--- src/rtl/dsa_simd_sequencer.sv ---
// Job sequencer for the SIMD bilinear-interpolation register bank.
// It fetches, loads, weighs, sums and writes back one group of N pixels at a time.
module dsa_simd_sequencer #(
    parameter int unsigned N  = 4,
    parameter int unsigned GW = 16
) (
    input  logic          clk,
    input  logic          rst,
    input  logic          start_i,
    input  logic          abort_i,
    input  logic [GW-1:0] num_groups_i,
    output logic          fetch_req_o,
    input  logic          fetch_done_i,
    output logic          wr_req_o,
    input  logic          wr_ack_i,
    output logic          load_pixels_en_o,
    output logic          load_coef_en_o,
    output logic          load_weights_en_o,
    output logic          load_output_en_o,
    output logic          clear_all_o,
    output logic [GW-1:0] group_idx_o,
    output logic [GW+1:0] group_base_o,
    output logic          busy_o,
    output logic          done_o,
    output logic          aborted_o
);

    typedef enum logic [3:0] {
        StIdle,
        StClear,
        StFetch,
        StLoad,
        StWeigh,
        StSum,
        StWrite,
        StNext,
        StDone,
        StClearAbort
    } state_e;

    state_e        state_q, state_d;
    logic [GW-1:0] num_q, num_d;
    logic [GW-1:0] idx_q, idx_d;
    logic          aborted_q, aborted_d;
    logic          abortable;

    always_ff @(posedge clk or posedge rst) begin
        if (rst) begin
            state_q   <= StIdle;
            num_q     <= '0;
            idx_q     <= '0;
            aborted_q <= 1'b0;
        end else begin
            state_q   <= state_d;
            num_q     <= num_d;
            idx_q     <= idx_d;
            aborted_q <= aborted_d;
        end
    end

    // Abort outranks any ack sampled in the same cycle.
    assign abortable = (state_q inside {StFetch, StLoad, StWeigh, StSum, StWrite, StNext});

    always_comb begin
        state_d   = state_q;
        num_d     = num_q;
        idx_d     = idx_q;
        aborted_d = aborted_q;
        if (abortable && abort_i) begin
            state_d   = StClearAbort;
            aborted_d = 1'b1;
        end else begin
            unique case (state_q)
                StIdle: begin
                    if (start_i) begin
                        state_d   = StClear;
                        num_d     = num_groups_i;
                        idx_d     = '0;
                        aborted_d = 1'b0;
                    end
                end
                StClear:      state_d = (num_q == '0) ? StDone : StFetch;
                StFetch:      if (fetch_done_i) state_d = StLoad;
                StLoad:       state_d = StWeigh;
                StWeigh:      state_d = StSum;
                StSum:        state_d = StWrite;
                StWrite:      if (wr_ack_i) state_d = StNext;
                StNext: begin
                    if (idx_q == num_q - GW'(1)) begin
                        state_d = StDone;
                    end else begin
                        idx_d   = idx_q + GW'(1);
                        state_d = StFetch;
                    end
                end
                StDone:       state_d = StIdle;
                StClearAbort: state_d = StDone;
                default:      state_d = StIdle;
            endcase
        end
    end

    assign fetch_req_o       = (state_q == StFetch);
    assign wr_req_o          = (state_q == StWrite);
    assign load_pixels_en_o  = (state_q == StLoad);
    assign load_coef_en_o    = (state_q == StLoad);
    assign load_weights_en_o = (state_q == StWeigh);
    assign load_output_en_o  = (state_q == StSum);
    assign clear_all_o       = (state_q == StClear) || (state_q == StClearAbort);
    assign busy_o            = (state_q != StIdle);
    assign done_o            = (state_q == StDone);
    assign aborted_o         = aborted_q;
    assign group_idx_o       = idx_q;
    assign group_base_o      = (GW+2)'(idx_q) * (GW+2)'(N);

endmodule
--- config.mk ---
export PLATFORM = sky130hd
export DESIGN_NAME = dsa_simd_sequencer
export DESIGN_NICKNAME = d
export VERILOG_FILES = /design/src/rtl/dsa_simd_sequencer.sv
export SDC_FILE = /design/constraint.sdc
export NUM_CORES = 1
export LEC_CHECK = 0
export CORE_AREA = 2 2 74 76
export DETAILED_ROUTE_END_ITERATION = 10
export DIE_AREA = 0 0 76 78
export GPL_ROUTABILITY_DRIVEN = 0
export PLACE_DENSITY_LB_ADDON = 0.15
export SKIP_LAST_GASP = 1
export SLEW_MARGIN = 30
export SYNTH_ARGS = -nofsm -noshare
export SYNTH_HDL_FRONTEND = slang
export SYNTH_SLANG_ARGS = --single-unit
--- constraint.sdc ---
create_clock -name clk -period 7.7 [get_ports clk]
set_input_delay 2.31 -clock clk [delete_from_list [all_inputs] [get_ports clk]]
set_output_delay 2.31 -clock clk [all_outputs]
set_load 0.01 [all_outputs]
# == Word-level counts from Yosys, hierarchy flattened ==
# Cells that the tools add are included.
# word_totals
reg_bits,37
in_bits,22
output_inout_bits,44
# op_classes
n_addsub,2
eq_ne,15
mux,13
n_bitwise,1
reduce_logical,13
# ops
cell,count
4-bit case mux with 9 select lines,1
16-bit 2-to-1 mux,2
16-bit case mux with 2 select lines,1
4-bit 2-to-1 mux,6
"16-bit by 1-bit adder with 16-bit output, second input constant",1
16-bit equality test,1
"4-bit by 3-bit equality test with 1-bit output, second input constant",4
16-bit logical NOT,1
"16-bit by 1-bit subtractor with 16-bit output, second input constant",1
"4-bit by 2-bit equality test with 1-bit output, second input constant",2
"4-bit equality test, second input constant",2
"3-bit by 1-bit != test with 1-bit output, second input constant",2
3-bit AND reduction,2
2-bit nonzero test,3
6-bit nonzero test,1
"4-bit by 1-bit equality test with 1-bit output, second input constant",1
4-bit logical NOT,1
"2-bit != test, second input constant",2
4-bit AND reduction,1
4-bit nonzero test,1
1-bit 2-to-1 mux,3
"3-bit != test, second input constant",1
2-bit AND reduction,1
1-bit logical AND,1
other kinds (2),2

# == Logic depth before layout (Yosys ltp) ==
# depth
word_depth,5
depth_mapped,12
mapped_depth_nobuf,10

# == Worst setup path after synthesis ==
# No wires, ideal clock.
# synth_timing
path_kind,input to register
from,input port abort_i
to,"register idx_q[15], in the netlist group_idx_o[15]"
arrival_time_ns,3.632
slack_ns,3.987
stages,6
path_buffers,0
path_cell_list,o21ai_0 o2111ai_1 inv_1 nand3_1 or4_2 a21oi_1
# synth_between
elab_chain_len,3
# synth_lines
item,line,text
from (decl),10,"input logic abort_i,"
1-bit logical AND,69,if (abortable && abort_i) begin
1-bit NOT (no line),n/a,
4-bit AND reduction (no line),n/a,
to (signal assigned),56,idx_q <= idx_d;
to (decl),43,"logic [GW-1:0] idx_q, idx_d;"
# Every way passes these cells.
# A chain may end at the register's enable or synchronous reset.

# == Worst setup path after layout ==
# layout_timing
from,register state_q[3]
to,output port fetch_req_o
# layout_between
elab_chain_len,1
# layout_lines
item,line,text
from (decl),41,"state_e state_q, state_d;"
from (signal assigned),49,state_q <= StIdle;
from (signal assigned),54,state_q <= state_d;
4-bit by 2-bit equality test with 1-bit output,103,assign fetch_req_o = (state_q == StFetch);
to (decl),12,"output logic fetch_req_o,"
# Every way passes these cells.

==> flow_summary_export.csv <==
group,metric,value,unit
synthesis,ys_async_sr_fraction,100,%
floorplan,rows,26,
timing,fmax,0.238,GHz
cts,cts_resized,0,
synthesis,synth_area_leaders,"dfrtp_1 (34%), nand2_1 (7.9%), buf_4 (5.3%)",
worst_setup_path,crit_arrival,1.89,ns
worst_setup_path,crit_path_start_kind,"flop",
timing,fin_worst_skew,0.00783,ns
place,port_buffers,63,
worst_setup_path,r2r_setup_slack,4.48,ns
outcome,status,"finished, final reports clean",
detailed_routing,drt-pass1-iter-count,4,
timing,finalHoldViolCount,0,
global_route,track_usage,22.1,%
pwr,fin_total_pwr,0.932,mW
floorplan,core-area,5040,µm²
pwr,powerDensity,286,nW/µm²
cts,insertion_delay,0.29,ns
detailed_routing,via_count,2386,
synthesis,synth_top_area_share,34.1,%
global_route,antenna_found_initial,0,
synthesis,synth_top_flop_cell,"dfrtp_1",
synthesis,yosysMostFrequentCell,"nand2_1",
run,maxCapViolCount,0,
synthesis,post_synth_mux_area_share,1.47,%
detailed_routing,ant_nets,0,
cts,ctsHoldBuffers,0,
floorplan,pin_count,66,
min_path,hold_depth,1,
cts,tritoncts,"built",
cts,cts_post_setup_buffers_inserted,0,
synthesis,ys_types,63,
global_route,grt_pass1_wl,10700,µm
floorplan,start_util,53.9,%
timing,rsz0062_at_grt,"no",
synthesis,synth_xor_area_share,6.13,%
synthesis,synth.cell_area,2720,µm²
detailed_routing,drt_iter0_markers,167,
pwr,ir_drop,0.198,mV
timing,timing.final.crit_share,54.6,%
synthesis,synth_largest_area_cell,"dfrtp_1",
synthesis,synthTopCellsByCount,"nand2_1 (57), dfrtp_1 (37), buf_4 (19)",
floorplan,die_h,78,µm
worst_setup_path,cp_max_fo,12,
cts,path_clk_slew,0.07,ns
floorplan,die_w,76,µm
finish,fin_nets,372,
pwr,p_leak,1.30,nW
synthesis,yosysSeqAreaShare,34.1,%
detailed_routing,viasPerCell,5.71,
worst_setup_path,reg2reg_depth,8,
cts,root_buffer,"clkbuf_8",
synthesis,synthAdderAreaFrac,0.921,%
timing,slew_headroom,51.0,%
timing,drv_slew,0,
worst_setup_path,cp.required,5.39,ns
cts,cts_made_buffers,5,
synthesis,syn_avg_cell_area,8.73,µm²
global_route,overflow,0,
global_route,first_global_vias,2278,
synthesis,synth_warnings,0,
place,hpwlAfterDp,4490,µm
synthesis,synth_edf_count,0,
timing,fin_crit,4.20,ns
cts,clk_path_buf_depth,2,
detailed_routing,wire_per_inst,15.0,µm
synthesis,netlist_instances,311,
synthesis,synth-seq-cells,37,
timing,setup_violations,0,
synthesis,synth_top_family_by_area,"simple AND/OR/NAND/NOR gates",
synthesis,synth-compound-area-share,14.4,%
cts,cts.sinks,37,
timing,worst_pin_slew,0.733,ns
detailed_routing,wl,6270,µm
min_path,hp-class,"reg2reg",
detailed_routing,post-route-drc-count,0,
worst_setup_path,path_class,"reg2out",
floorplan,die_area,5930,µm²
cts,cts_max_level,2,
finish,area_delta_synth_final,20.1,%
global_route,grt_start_max_net_pins,38,
finish,layout-drive-gt1-share,10.1,%
timing,tns,0,ns
synthesis,synth-simple-area-share,31.5,%
worst_setup_path,cp-end-kind,"output pin",
finish,antenna_cells,0,
==> report_power, final <==
group | total, mW | switching, mW | internal [mW] | leakage [nW]
Sequential | 0.361 | 0.111 | 0.250 | 0.485
Combinational | 0.433 | 0.224 | 0.209 | 0.773
Clock | 0.139 | 0.0679 | 0.0711 | 0.0443
==> cells by family (layout without fill, tap and decap cells) <==
logic type,after synthesis,count (layout)
XOR/XNOR,19,19
AND/OR/NAND/NOR,152,152
AO/OA/AOI/OAI,51,51
flip-flops,37,37
other,1,2
adder cells (fa/ha/maj),2,2
buffers and inverters,45,81
multiplexers,4,4
==> placed cells by master, fill, tap and decap left out, drive strengths merged, types with 3 or more instances in the layout <==
cell type and instances:
clkbuf 7, a21oi 11, o21ai 10, inv 10, nor2 16, xor2 7, nand2 57, mux2i 4
or2 4, xnor2 12, and3 4, or4 6, nor2b 4, or4b 3, nand4 5, o211ai 3
dfrtp 37, nor4 3, nand2b 8, nor3 15, nand3 7, o2111ai 3, o31ai 9, nand3b 5
nor4b 4, or3 3, clkdlybuf4s50 63
==> flip-flops by register name (all words and copies together) (netlist names) <==
signal / count
aborted_o: 1
num_q: 16
group_idx_o: 16
state_q: 4
==> worst max-delay path: stages, from the launching register on <==
cell             delay [ns]
dfrtp_1                0.50
nand2b_1               0.29
nor3_1                 0.24
clkdlybuf4s50_1        0.59
==> metal layers <==
layer	global-route usage, %	part of all wire (%)	vias to the layer above
met2	35.5	47	79
met5	0	0	-
met4	7.45	1.7	0
li1	-	-	1153
met1	30.8	46	1145
met3	3.14	5.4	9
==> final cells by class <==
cell class                 instances  area, µm²
inverter                          10       37.5
sequential                        37        926
tap                               70       87.6
multi-input combinational        230       1490
fill                             432       1780
timing repair buffer              64        638
clock buffer                       7       86.3
==> worst paths after layout <==
kind | from | end
max in group asynchronous | rst | num_q[6]
worst min register to register | aborted_o | aborted_o
worst max-delay path | state_q[3] | fetch_req_o
worst min-delay path | aborted_o | aborted_o
min in group asynchronous | rst | state_q[2]
worst max register to register | num_q[8] | group_idx_o[0]
==> metrics by stage <==
stage          setup slack, ns  cells  hold WS [ns]  instance area (µm²)  util [%]
6_report                  3.50    418         0.502                 3260      64.7
3_3_place_gp              3.37    411         0.490                 3180      63.0
5_1_grt                   3.37    418         0.531                 3260      64.7
2_1_floorplan             3.99    312         0.481                 2720         -
4_1_cts                   3.47    418         0.504                 3260      64.7
3_5_place_dp              3.32    411         0.487                 3180      63.0
No activity file was read; power rests on OpenSTA's default activity.
